===== config.mk =====
export PLATFORM = sky130hd
export DESIGN_NAME = fwd_hazard_unit
export DESIGN_NICKNAME = d
export VERILOG_FILES = /design/src/rtl/mips_pkg.sv /design/src/rtl/sb_stage_reg.sv /design/src/rtl/fwd_hazard_unit.sv
export SDC_FILE = /design/constraint.sdc
export NUM_CORES = 1
export LEC_CHECK = 0
export ABC_AREA = 1
export CORE_MARGIN = 5
export CORE_UTILIZATION = 56
export CTS_BUF_LIST = sky130_fd_sc_hd__clkbuf_4
export DETAILED_ROUTE_END_ITERATION = 6
export PLACE_DENSITY = 0.9
export REMOVE_ABC_BUFFERS = 1
export SLEW_MARGIN = 20
export SYNTH_ARGS = -nofsm -noshare
export SYNTH_HDL_FRONTEND = slang
export SYNTH_SLANG_ARGS = --single-unit

===== constraint.sdc =====
create_clock -name clk -period 4.6 [get_ports clk]
set_input_delay 0.69 -clock clk [delete_from_list [all_inputs] [get_ports clk]]
set_output_delay 0.69 -clock clk [all_outputs]
set_load 0.01 [all_outputs]

===== src/rtl/mips_pkg.sv =====
// mips_pkg: shared definitions for the EX-stage forwarding / hazard logic.
//   - operand mux select codes and the hard-wired zero register
//   - scoreboard entry layout {valid, dest, reg_write, mem_read}
//   - fwd_pick(): nearest-producer select for one ALU operand
package mips_pkg;

    localparam int REG_AW = 5;

    localparam logic [1:0] FWD_REG   = 2'b00;  // register file
    localparam logic [1:0] FWD_EXMEM = 2'b01;  // EX/MEM result
    localparam logic [1:0] FWD_MEMWB = 2'b10;  // MEM/WB result

    localparam logic [REG_AW-1:0] REG_ZERO = '0;

    typedef struct packed {
        logic              valid;
        logic [REG_AW-1:0] dest;
        logic              reg_write;
        logic              mem_read;
    } sb_entry_t;

    localparam sb_entry_t SB_BUBBLE = '0;

    // The younger producer (EX) wins over the older one (MEM). WB is never
    // consulted: the register file writes through to the ID read.
    function automatic logic [1:0] fwd_pick(input logic              in_use,
                                            input logic [REG_AW-1:0] src,
                                            input sb_entry_t         ex,
                                            input sb_entry_t         mem);
        logic [1:0] sel;
        sel = FWD_REG;
        if (in_use && src != REG_ZERO) begin
            if (ex.valid && ex.reg_write && ex.dest == src)
                sel = FWD_EXMEM;
            else if (mem.valid && mem.reg_write && mem.dest == src)
                sel = FWD_MEMWB;
        end
        return sel;
    endfunction

endpackage


===== src/rtl/sb_stage_reg.sv =====
// sb_stage_reg: one scoreboard entry register.
//   clk, reset : rising-edge clock, synchronous active-high reset
//   hold_i     : keep the current entry (pipeline frozen)
//   load_i     : capture d_i; when low the stage takes a bubble
//   d_i / q_o  : incoming / held scoreboard entry
module sb_stage_reg
    import mips_pkg::*;
(
    input  logic      clk,
    input  logic      reset,
    input  logic      hold_i,
    input  logic      load_i,
    input  sb_entry_t d_i,
    output sb_entry_t q_o
);

    sb_entry_t q_q, q_d;

    always_comb begin
        q_d = q_q;
        if (!hold_i)
            q_d = load_i ? d_i : SB_BUBBLE;
    end

    always_ff @(posedge clk) begin
        if (reset) q_q <= SB_BUBBLE;
        else       q_q <= q_d;
    end

    assign q_o = q_q;

endmodule


===== src/rtl/fwd_hazard_unit.sv =====
// fwd_hazard_unit: operand-forwarding selects and load-use stall for the
// EX stage of a 5-stage MIPS pipeline.
//   clk, reset                  : rising-edge clock, synchronous active-high reset
//   id_valid/rs/rt/uses_rs/rt   : ID-stage instruction and its source operands
//   id_dest/reg_write/mem_read  : ID-stage destination info for the scoreboard
//   freeze                      : global hold, all state keeps its value
//   flush                       : kill the ID instruction (becomes a bubble)
//   fwd_a_sel, fwd_b_sel        : registered ALU operand mux selects
//   stall                       : combinational load-use stall request
//   stall_cnt                   : saturating count of stalls taken
module fwd_hazard_unit
    import mips_pkg::*;
#(
    parameter int REG_AW = mips_pkg::REG_AW,
    parameter int CNT_W  = 16
) (
    input  logic              clk,
    input  logic              reset,
    input  logic              id_valid,
    input  logic [REG_AW-1:0] id_rs,
    input  logic [REG_AW-1:0] id_rt,
    input  logic              id_uses_rs,
    input  logic              id_uses_rt,
    input  logic [REG_AW-1:0] id_dest,
    input  logic              id_reg_write,
    input  logic              id_mem_read,
    input  logic              freeze,
    input  logic              flush,
    output logic [1:0]        fwd_a_sel,
    output logic [1:0]        fwd_b_sel,
    output logic              stall,
    output logic [CNT_W-1:0]  stall_cnt
);

    sb_entry_t ex_q, mem_q, wb_q, id_ent;
    logic      hazard, take;

    logic [1:0]       sel_a_q, sel_a_d, sel_b_q, sel_b_d;
    logic [CNT_W-1:0] cnt_q, cnt_d;

    assign id_ent = '{valid: 1'b1, dest: id_dest,
                      reg_write: id_reg_write, mem_read: id_mem_read};

    // A load still in EX has no data yet; a consumer in ID must wait one cycle.
    assign hazard = id_valid && ex_q.valid && ex_q.mem_read && (ex_q.dest != REG_ZERO)
                 && ((id_uses_rs && ex_q.dest == id_rs) ||
                     (id_uses_rt && ex_q.dest == id_rt));

    assign stall = hazard && !flush && !freeze;

    // ID instruction actually moves into EX on this edge.
    assign take = id_valid && !stall && !flush;

    sb_stage_reg u_sb_ex (
        .clk(clk), .reset(reset), .hold_i(freeze), .load_i(take),
        .d_i(id_ent), .q_o(ex_q));

    sb_stage_reg u_sb_mem (
        .clk(clk), .reset(reset), .hold_i(freeze), .load_i(1'b1),
        .d_i(ex_q), .q_o(mem_q));

    sb_stage_reg u_sb_wb (
        .clk(clk), .reset(reset), .hold_i(freeze), .load_i(1'b1),
        .d_i(mem_q), .q_o(wb_q));

    // WB is tracked for pipeline visibility only; it never forwards.
    logic unused_wb;
    assign unused_wb = ^wb_q;

    always_comb begin
        sel_a_d = FWD_REG;
        sel_b_d = FWD_REG;
        if (take) begin
            sel_a_d = fwd_pick(id_uses_rs, id_rs, ex_q, mem_q);
            sel_b_d = fwd_pick(id_uses_rt, id_rt, ex_q, mem_q);
        end
    end

    always_comb begin
        cnt_d = cnt_q;
        if (stall && cnt_q != {CNT_W{1'b1}})
            cnt_d = cnt_q + CNT_W'(1);
    end

    always_ff @(posedge clk) begin
        if (reset) begin
            sel_a_q <= FWD_REG;
            sel_b_q <= FWD_REG;
            cnt_q   <= '0;
        end else if (!freeze) begin
            sel_a_q <= sel_a_d;
            sel_b_q <= sel_b_d;
            cnt_q   <= cnt_d;
        end
    end

    assign fwd_a_sel = sel_a_q;
    assign fwd_b_sel = sel_b_q;
    assign stall_cnt = cnt_q;

endmodule


==> results.json <==
{
  "status": "complete, no violations",
  "cts_root_buf": "clkbuf_4",
  "grt_usage": 0.215,
  "synth_flop_cell": "dfxtp_1",
  "power.leakage_nw": 0.918,
  "numPortBuffers": 44,
  "ff_latch_area_um2": 701,
  "relSlewSlack": 0.591,
  "rows": 21,
  "drtIter0Drc": 187,
  "grt_max_degree": 21,
  "netlist.area_leader.share": 0.356,
  "core-area_um2": 3360,
  "postSynthAreaPerCell_um2": 6.54,
  "finalHoldViolCount": 0,
  "synth_top_area_cell": "dfxtp_1",
  "antenna_found_initial": 0,
  "seqPwrFrac": 0.575,
  "rsz0062_at_grt": "no",
  "endpoint_kind": "output port",
  "p_per_area_nw_per_um2": 221,
  "worst_pin_slew_ns": 0.612,
  "numCtsBuffers": 5,
  "clk_latency_ns": 0.35,
  "clk_path_buf_depth": 2,
  "grt_pass1_vias": 1961,
  "drc": 0,
  "drive_above_1_share": 0.0581,
  "yosys_warnings": 0,
  "post-route-min-period_ns": 3.83,
  "final_net_count": 368,
  "busiest_layer": "met2",
  "wl_mm": 4.91,
  "clockPowerShare": 0.305,
  "worstSetupPathType": "in2out",
  "place_hpwl_mm": 3.78,
  "synth-adder-area-share": 0.00636,
  "p_int_mw": 0.402,
  "vias_per_cell": 5.27,
  "synth_top_family_by_area": "simple AND/OR/NAND/NOR gates",
  "crit_fanout": 17,
  "drv_cap": 0,
  "post_cts_buffers": 0,
  "skew_ns": 0.00800,
  "cp-start-kind": "input pin",
  "synthToLayoutAreaGrowth_pct": 25.4,
  "total_power_mw": 0.545,
  "synth_edf_count": 0,
  "synth.area.mux_share": 0,
  "period_share": 0.832,
  "initial_core_util": 0.585,
  "p_sw_mw": 0.143,
  "netlist_area_um2": 1970,
  "layout_common_cells": "66 x nand2_1, 44 x clkdlybuf4s50_1, 38 x inv_1, 35 x dfxtp_1, 32 x nor2_1",
  "numClockSinks": 35,
  "synth_seq_area_share": 0.356,
  "setup-tns-final_ns": 0,
  "utilization": 0.734,
  "swShare": 0.262,
  "die_w_um": 69.3,
  "synthCells": 301,
  "final_max_slew_viol_count": 0,
  "postCtsHoldBufs": 0,
  "gp_congestion": 0.908,
  "cts_tree": "built",
  "cp_data_arrival_time_ns": 3.14,
  "grt_pass1_wl_mm": 8.50,
  "clk_pin_slew_ns": 0.09,
  "worstPathRequired_ns": 3.91,
  "mostFrequentLayoutCell": "nand2_1",
  "synthSimpleGateAreaFrac": 0.345,
  "nFillCells": 274,
  "use_met2": 0.345,
  "hp-class": "reg2reg",
  "hold_ws_ns": 0.466,
  "io-pin-count": 45,
  "synth.distinct_cells": 27,
  "ant_nets": 0,
  "finalSetupViolations": 0,
  "grt-ovfl-total": 0,
  "diodes": 0,
  "synthXorXnorAreaFrac": 0.0356,
  "synth_seq_cells": 35,
  "fp.dieH_um": 69.3,
  "multi_input_area_um2": 1060,
  "p_comb_frac": 0.120,
  "wl_per_cell_um": 12.6,
  "htreeDepth": 2,
  "synth_compound_area_frac": 0.150,
  "use_met3": 0.0551,
  "synthArstFlopShare": 0,
  "grtUsageMet1": 0.262,
  "die_area_um2": 4800,
  "ir_drop_mv": 0.196,
  "cts.repair.resized": 0,
  "yosys-top-cells-area": "dfxtp_1 36%, nand2_1 13%, a21oi_1 7.9%, nand3_1 7.4%, inv_1 7.2%",
  "vias": 2055,
  "max_freq_ghz": 0.261,
  "dr.pass1.iters": 4
}
[synth_stat cells (2+ instances only)]
| master | instances |
|---|---|
| nand3_1 | 29 |
| buf_6 | 2 |
| o21bai_1 | 3 |
| clkbuf_1 | 5 |
| nand2_1 | 66 |
| dfxtp_1 | 35 |
| xor2_1 | 5 |
| inv_2 | 3 |
| o21ai_0 | 18 |
| xnor2_1 | 3 |
| a21oi_1 | 31 |
| nor3_1 | 7 |
| inv_1 | 38 |
| nor2_1 | 32 |
| nand4_1 | 7 |
| nand3_2 | 3 |
| nor2_2 | 4 |
[critical path: stages]
cell and delay, ns:
clkdlybuf4s50_1 0.39, buf_4 0.19, inv_2 0.15, nand2_2 0.08, nor2_4 0.25, nand3_2 0.14
a31oi_4 0.22, nand2_1 0.29, inv_2 0.18, clkdlybuf4s50_1 0.55
[logic make-up after synthesis]
logic type / after synthesis
AO/OA/AOI/OAI: 54
adder cells (fa/ha/maj): 1
flip-flops: 35
XOR/XNOR: 8
AND/OR/NAND/NOR: 152
buffers and inverters: 51
[area by class of cell]
cell class                 instances  share of cell area
clock inverter                     2             0.00304
timing repair buffer              45               0.181
multi-input combinational        215               0.428
clock buffer                       6              0.0182
sequential                        35               0.284
tap                               46              0.0233
inverter                          41              0.0623
[worst paths after layout]
kind | from | endpoint | slack (ns) | depth (start not counted)
max | freeze | stall | 0.77 | 10
min | u_sb_ex.q_o[1] | u_sb_ex.q_o[1] | 0.47 | 2
max reg2reg | u_sb_ex.q_o[2] | stall_cnt[14] | 2.57 | 12
min reg2reg | u_sb_ex.q_o[1] | u_sb_ex.q_o[1] | 0.47 | 2
[routing by layer]
layer / part of all wire / wire [µm]
met1: 0.45 / 2190
met2: 0.47 / 2310
met3: 0.054 / 263
met4: 0.029 / 142
met5: 0 / 0
[registers in the layout, indices dropped and copies added, names as in the netlist]
register / cells
stall_cnt: 16
fwd_b_sel: 2
u_sb_mem.q_o: 7
fwd_a_sel: 2
u_sb_ex.q_o: 8
[stage by stage]
step / instances / area (µm²) / worst slack [ns]
4_1_cts: 390 / 2470 / 0.775
3_5_place_dp: 382 / 2420 / 0.775
5_1_grt: 390 / 2470 / 0.557
6_report: 390 / 2470 / 0.771
3_3_place_gp: 382 / 2420 / 0.866
2_1_floorplan: 291 / 1910 / 2.13
[power groups by stage]
| stage | registers, mW | clock network [mW] | logic (mW) |
|---|---|---|---|
| floorplan | 0.319 | 0 | 0.0302 |
| global placement | 0.320 | 0 | 0.0637 |
| detailed placement | 0.320 | 0 | 0.0647 |
| CTS | 0.313 | 0.167 | 0.0648 |
| global route | 0.314 | 0.182 | 0.0719 |
| finish | 0.313 | 0.166 | 0.0654 |
(Power assumes the default switching activity.)
